### config.mk
export PLATFORM = sky130hd
export DESIGN_NAME = switch_led_ctrl_flat
export DESIGN_NICKNAME = d
export VERILOG_FILES = /design/src/rtl/switch_led_if.sv /design/src/rtl/switch_led_ctrl.sv /design/src/flat_wrapper.sv
export SDC_FILE = /design/constraint.sdc
export NUM_CORES = 1
export LEC_CHECK = 0
export CORE_ASPECT_RATIO = 1.4
export CORE_MARGIN = 2
export CORE_UTILIZATION = 46
export DETAILED_ROUTE_END_ITERATION = 16
export DONT_BUFFER_PORTS = 1
export GPL_TIMING_DRIVEN = 0
export SLEW_MARGIN = 10
export SYNTH_ARGS = -nofsm -noshare
export SYNTH_HDL_FRONTEND = slang
export SYNTH_SLANG_ARGS = --single-unit
### constraint.sdc
create_clock -name clk -period 2.3 [get_ports clk]
set_input_delay 0.345 -clock clk [delete_from_list [all_inputs] [get_ports clk]]
set_output_delay 0.345 -clock clk [all_outputs]
set_load 0.01 [all_outputs]
### src/rtl/switch_led_if.sv
// switch_led_if: board-side signal bundle for switch_led_ctrl.
// The master side drives raw switches and the global LED mode; the slave
// side (the controller) returns the LED drive, the debounced levels and the
// rising-edge pulses.
interface switch_led_if #(
   parameter int N = 16
);
   logic [N-1:0] sw;
   logic [1:0]   mode;
   logic [N-1:0] led;
   logic [N-1:0] sw_db;
   logic [N-1:0] sw_rise;

   modport master (
      output sw,
      output mode,
      input  led,
      input  sw_db,
      input  sw_rise
   );

   modport slave (
      input  sw,
      input  mode,
      output led,
      output sw_db,
      output sw_rise
   );
endinterface

### src/rtl/switch_led_ctrl.sv
// switch_led_ctrl: N-channel switch-to-LED controller.
// Each raw switch passes through a two-flop synchroniser and a
// consecutive-cycle debouncer; its debounced level drives its LED in one of
// four global modes: 0 direct, 1 toggle-latch, 2 blink, 3 invert.
// Optional feature macro: SWITCH_LED_BLINK_EN. When it is defined, the shared
// blink counter and phase exist and mode 2 blinks; when it is undefined,
// mode 2 is identical to mode 0.
module switch_led_ctrl #(
   parameter int N               = 16,
   parameter int DEBOUNCE_CYCLES = 1000000,
   parameter int BLINK_DIV       = 25000000
) (
   input logic       clk,
   input logic       rst_n,
   switch_led_if.slave bus
);

   localparam int              CNT_W    = $clog2(DEBOUNCE_CYCLES + 1);
   localparam logic [CNT_W-1:0] CNT_LAST = CNT_W'(DEBOUNCE_CYCLES - 1);

   logic [N-1:0]     sync1;
   logic [N-1:0]     sync2;
   logic [N-1:0]     sw_db_r;
   logic [N-1:0]     sw_db_d;
   logic [N-1:0]     sw_rise_r;
   logic [N-1:0]     latch;
   logic [N-1:0]     led_r;
   logic [N-1:0]     blink_mask;
   logic [CNT_W-1:0] cnt [N];

   // Next LED value for the selected mode; blink gating arrives as a mask.
   function automatic logic [N-1:0] led_next(input logic [1:0]   m,
                                             input logic [N-1:0] db,
                                             input logic [N-1:0] lat,
                                             input logic [N-1:0] mask);
      case (m)
         2'd0:    return db;
         2'd1:    return lat;
         2'd2:    return db & mask;
         default: return ~db;
      endcase
   endfunction

   // Two-flop synchroniser for the asynchronous switch pins.
   always_ff @(posedge clk or negedge rst_n) begin
      if (!rst_n) begin
         sync1 <= '0;
         sync2 <= '0;
      end else begin
         sync1 <= bus.sw;
         sync2 <= sync1;
      end
   end

   // Debouncer: accept a new level only after it persists; any return to the
   // stable level restarts the count from zero.
   always_ff @(posedge clk or negedge rst_n) begin
      if (!rst_n) begin
         sw_db_r <= '0;
         for (int i = 0; i < N; i++) cnt[i] <= '0;
      end else begin
         for (int i = 0; i < N; i++) begin
            if (sync2[i] == sw_db_r[i]) begin
               cnt[i] <= '0;
            end else if (cnt[i] == CNT_LAST) begin
               sw_db_r[i] <= sync2[i];
               cnt[i]     <= '0;
            end else begin
               cnt[i] <= cnt[i] + CNT_W'(1);
            end
         end
      end
   end

   // Rising-edge pulse on the debounced level, and the toggle latch that
   // flips as that pulse ends (in every mode, so state survives mode changes).
   always_ff @(posedge clk or negedge rst_n) begin
      if (!rst_n) begin
         sw_db_d   <= '0;
         sw_rise_r <= '0;
         latch     <= '0;
      end else begin
         sw_db_d   <= sw_db_r;
         sw_rise_r <= sw_db_r & ~sw_db_d;
         latch     <= latch ^ sw_rise_r;
      end
   end

`ifdef SWITCH_LED_BLINK_EN
   localparam int              BLK_W    = (BLINK_DIV > 1) ? $clog2(BLINK_DIV) : 1;
   localparam logic [BLK_W-1:0] BLK_LAST = BLK_W'(BLINK_DIV - 1);

   logic [BLK_W-1:0] blk_cnt;
   logic             phase;

   // Free-running blink divider; phase flips once per half-period.
   always_ff @(posedge clk or negedge rst_n) begin
      if (!rst_n) begin
         blk_cnt <= '0;
         phase   <= 1'b0;
      end else if (blk_cnt == BLK_LAST) begin
         blk_cnt <= '0;
         phase   <= ~phase;
      end else begin
         blk_cnt <= blk_cnt + BLK_W'(1);
      end
   end

   assign blink_mask = {N{phase}};
`else
   // Blink hardware compiled out: mode 2 passes the debounced level through.
   assign blink_mask = {N{(BLINK_DIV >= 1)}};
`endif

   // Registered LED drive; a mode change shows on the next edge.
   always_ff @(posedge clk or negedge rst_n) begin
      if (!rst_n) begin
         led_r <= '0;
      end else begin
         led_r <= led_next(bus.mode, sw_db_r, latch, blink_mask);
      end
   end

   assign bus.led     = led_r;
   assign bus.sw_db   = sw_db_r;
   assign bus.sw_rise = sw_rise_r;

endmodule
### src/flat_wrapper.sv
// flat-port wrapper written by rule: the top's interface ports become plain ports
module switch_led_ctrl_flat 
#(
   parameter int N               = 16,
   parameter int DEBOUNCE_CYCLES = 1000000,
   parameter int BLINK_DIV       = 25000000
)
  (clk, rst_n, bus_sw, bus_mode, bus_led, bus_sw_db, bus_sw_rise);
  switch_led_if #(.N(N)) bus_i ();
  input logic clk;
  input logic rst_n;
  input wire logic [$bits(bus_i.sw)-1:0] bus_sw;
  input wire logic [$bits(bus_i.mode)-1:0] bus_mode;
  output wire logic [$bits(bus_i.led)-1:0] bus_led;
  output wire logic [$bits(bus_i.sw_db)-1:0] bus_sw_db;
  output wire logic [$bits(bus_i.sw_rise)-1:0] bus_sw_rise;
  assign bus_i.sw = bus_sw;
  assign bus_i.mode = bus_mode;
  assign bus_led = bus_i.led;
  assign bus_sw_db = bus_i.sw_db;
  assign bus_sw_rise = bus_i.sw_rise;
  switch_led_ctrl #(.N(N), .DEBOUNCE_CYCLES(DEBOUNCE_CYCLES), .BLINK_DIV(BLINK_DIV)) u_core (.clk(clk), .rst_n(rst_n), .bus(bus_i));
endmodule
Yosys cells after proc, flatten, opt, wreduce, memory -nomap -nowiden
Index checks and enable logic that the tools add are counted.

Bits in registers: 432. Input bits: 20. Output and inout port bits: 48. Word-level logic and storage cells: 159.

Add/subtract/negate cells: 16. Eq/ne operators: 34. Muxes and demuxes: 33. Bitwise gates (word level): 20. Reductions and logical operators: 18.

Operator list (number): $mux 20 (32); $add 20x1->20 const B (16); $eq 20x20->1 const B (16); $not 16->16 (2); $pmux 16 s2 (1); $reduce_and 2->1 (16); $and 16x16->16 (1); $eq 1x1->1 (16); $not 1->1 (16); $xor 16x16->16 (1); $eq 2x1->1 const B (1); $eq 2x2->1 const B (1); $logic_not 2->1 (1); $reduce_or 2->1 (1).

Longest topological paths before layout
Word-level depth: 3. Depth in mapped cells: 6. Depth with buffers taken out: 5.

Least setup slack after synthesis
Ideal clock, no wire load.

Path kind: register to register. Start: register u_core.cnt[173] in the netlist's numbering. End: register u_core.sw_db_r[7], in the netlist u_core.bus.sw_db[7]. Setup time: 0.125 ns. Data arrival time: 1.941 ns. Data required time: 2.175 ns. Setup slack: 0.235 ns. Cell stages (with the launch flop): 5. Path buffers: 0. Clock period less this slack: 2.065 ns. Path through: dfrtp_1 > or4b_1 > or4_4 > nor2_1 > mux2_2.

Cells in the longest elaborated chain, start to end: 2.

RTL lines: from (decl) (RTL line switch_led_ctrl.sv:29) `logic [CNT_W-1:0] cnt [N];`; from (signal, indexed assignment) (RTL line switch_led_ctrl.sv:69) `cnt[i] <= cnt[i] + CNT_W'(1);`; $eq 20x20->1 (RTL line switch_led_ctrl.sv:65) `end else if (cnt[i] == CNT_LAST) begin`; $reduce_and 2->1 (no source line); to (signal, indexed assignment) (RTL line switch_led_ctrl.sv:66) `sw_db_r[i] <= sync2[i];`; to (decl) (RTL line switch_led_ctrl.sv:23) `logic [N-1:0] sw_db_r;`.

No other way between the ends. A chain may end at the register's enable or synchronous reset.

Worst setup path after layout
Start: register u_core.cnt[220] in the netlist's numbering. End: register u_core.cnt[238] in the netlist's numbering.

Cells in the longest elaborated chain, start to end: 3. Elaborated cells between the ends (all ways): 4. Those cells by class: add/sub (1); eq/ne (1); mux (2).

RTL lines: $add 20x1->20 or $eq 20x20->1 (tied branches) (RTL line switch_led_ctrl.sv:69, switch_led_ctrl.sv:65); $mux 20 (*) (RTL line switch_led_ctrl.sv:65); $mux 20 (*) (RTL line switch_led_ctrl.sv:63) `if (sync2[i] == sw_db_r[i]) begin`.

Mark *: on every way between the ends. The rest lies on a longest branch, timed or not.

==> metrics <==
first-pass GRT wire length 68590 microns; Cells after Synth 1940; WL/cell 15.38 microns; Inst Count DP 2492; fin nets 2053; top cells by area, synth dfrtp_1, xnor2_1, nor2_1, xor2_1, nand3_1; Post-synth top flop dfrtp_1; antenna viol nets, final 0; worst setup path start u_core.cnt[220]; syn avg cell area 10.23 sq um; CTS root buf clkbuf_16; Sink Count 432; Critical path buffers and inverters 0; family with the most delay on the worst path simple AND/OR/NAND/NOR gates; Finish-stage setup viols 0; xor-xnor portion of the synthesized cell area 0.1041; Worst EP arrival 2650 ps; Final period util 0.9469; CTS tree yes; RSZ-0062 raised after global routing false; post-synthesis adder-cell area fraction 0.01009; Clk Latency, worst-skew pair 550 ps; most used cell, CP or4_1; data required time of the critical path 2770 ps; layout cell share with drive strength beyond 1 0.08053; Reg area 10810 sq um; RD Place Congestion 0.7933; Area Growth Syn to Fin 12.42%; Post-Syn Nets 1976; RR Startpoint u_core.cnt[220]; diodes inserted 0; Max Cap Viol 0; H-Tree Depth 2; post-synth cell types 47; CTS Hold Bufs 17; Leakage 9.059 nW; GR Util All Layers 0.1797; final clock skew 13.87 ps; Mapped Area 19850 sq um; Layout Cells excl Fill 2601; Hold Violations, Final 432; slowest stage cell, crit path or4_1; total core area 42900 sq um; Tightest Pin Transition 1531 ps; CTS Buffer Depth 3; path type of the worst min-delay path in -> async; DIE AREA 44850 sq um; Synth top area share 0.5446; fraction of registers with async set or reset after synthesis 1.000; DP HPWL 26020 microns; hold slack final -464.4 ps; DIE WIDTH 179.6 microns; post-synthesis register bit count 432; residual DRC count 0; most frequent cell after synthesis dfrtp_1; Final Slew Violations 70; Yosys warnings 0; Vias/cell 5.479; crit end category flip-flop; number of global-route vias before repair 14310; EDFF count, synth 0; num rows 90; register area share after synthesis 0.5446; Worst path max stage delay 660 ps; critical-path cell list ha_1 -> nand3_2 -> or4_1 -> or4_1 -> a21oi_1; Port Buf Inserts 0; mux contribution to synthesized area 0.01815; initial antenna violation count 0; Synth top cells by count dfrtp_1, nor2_1, xnor2_1; I/O pins 68; largest family of logic cells by synthesized area simple AND/OR/NAND/NOR gates; largest net degree at the start of global routing 433; Simple-Gate Fraction of Synth Area 0.2389; power per cell area 696.4 nW/um^2; Initial DRT Pass Iterations 5; Crit Path Max Fanout 8; Reg clk slew, reported paths 70 ps; Peak VDD IR 0.0005907 V; multi-input logic area 8557 sq um; WS Path Type reg -> reg; final global-route overflow total 0; cell taking the most area after synthesis dfrtp_1; status finished with violations; area of placed instances 20540 sq um; Num CTS Buffers 44; min cycle time layout 2178 ps; Vias 14250; startpoint types flip-flop; fillers 3806; starting density of the core 0.4626; violated checks negative hold slack, max-slew violations; initial drt markers 717; fmax 0.4591 GHz; design area 22310 sq um; Detailed Route WL 40000 microns; worst rel slew slack -0.02098; Compound-Gate Fraction of Synth Area 0.05925; die height 249.8 microns
-- path summary, 6_finish.rpt --
check / end / cells past startpoint / slack [ps]
worst max-delay path: u_core.cnt[238] / 5 / 120
max in group asynchronous: u_core.sync1[10] / 0 / 1570
worst min register to register: u_core.sync2[13] / 0 / 340
worst max register to register: u_core.cnt[238] / 5 / 120
min in group clk: u_core.sync2[13] / 0 / 340
worst min-delay path: u_core.sync1[12] / 0 / -460
-- layout by cell type, fill, tap and decap left out, drive strengths merged, types with 27 or more instances in the layout --
cell	netlist	routed
nand3	110	110
xor2	92	92
o21ai	58	58
nor2	293	293
and3	28	28
dfrtp	432	432
or3	48	48
or4	40	40
nand2	102	102
nor3	62	62
nor4	54	54
clkbuf	33	95
nand4	77	77
inv	76	76
buf	13	27
a21oi	98	98
xnor2	144	144
o31ai	35	35
-- state kept, by name (all words and copies together), names as in the netlist --
signal,count
u_core.latch,16
u_core.sync1,16
u_core.bus.sw_db,16
u_core.sync2,16
u_core.sw_db_d,16
u_core.cnt,320
u_core.bus.led,16
u_core.bus.sw_rise,16
-- through the flow --
step / util / TNS, ps / power (mW) / setup WS (ps)
finish: 0.5201 / 0 / 15.54 / 122.0
global route: 0.5201 / 0 / 16.18 / 0.2263
CTS: 0.5174 / 0 / 15.79 / 0.7212
detailed placement: 0.4787 / -3891 / 8.307 / -444.5
global placement: 0.4787 / -4208 / 8.297 / -469.7
floorplan: - / 0 / 8.192 / 234.7
-- final cells by class --
type                            instances  share of cell area
Buffer                                 46            0.009308
Clock buffer                           62             0.05826
Clock inverter                         16            0.008411
Inverter                               76             0.01278
Multi-Input combinational cell       1386              0.3835
Sequential cell                       432              0.4845
Tap cell                              552             0.03095
Timing Repair Buffer                   31             0.01234
-- repair_timing --
action | 4_1_cts | 5_1_grt
endpoints found under the hold margin | 450 | 432
setup endpoints to repair | 0 | 63
gates resized for setup | 0 | 3
setup buffers | 0 | 14
-- metal layers --
metal / track usage / vias up / part of all wire / routed length (microns)
li1: - / 6971 / - / -
met1: 0.2217 / 7022 / 0.43 / 17160
met2: 0.3125 / 192 / 0.50 / 19950
met3: 0.03779 / 66 / 0.044 / 1742
met4: 0.06156 / 0 / 0.028 / 1139
met5: 0 / - / 0 / 0
-- cell families after synthesis --
logic type / after synthesis
compound gates: 196
xor+xnor: 236
fa+ha+maj: 16
buf+inv: 122
flops: 432
mux: 34
simple gates: 904
-- report_power, final --
group	internal (mW)	leakage, nW	total (mW)	switching [mW]
Clock	4.38	0.745	7.34	2.96
Combinational	0.153	2.42	0.375	0.223
Sequential	7.72	5.90	7.83	0.113
-- worst reg2reg max path, stage by stage (launching register included) --
cell     delay [ps]
dfrtp_1         400
ha_1            210
nand3_2         180
or4_1           660
or4_1           500
a21oi_1         140
Note: power is estimated with default switching activity, not from simulation.
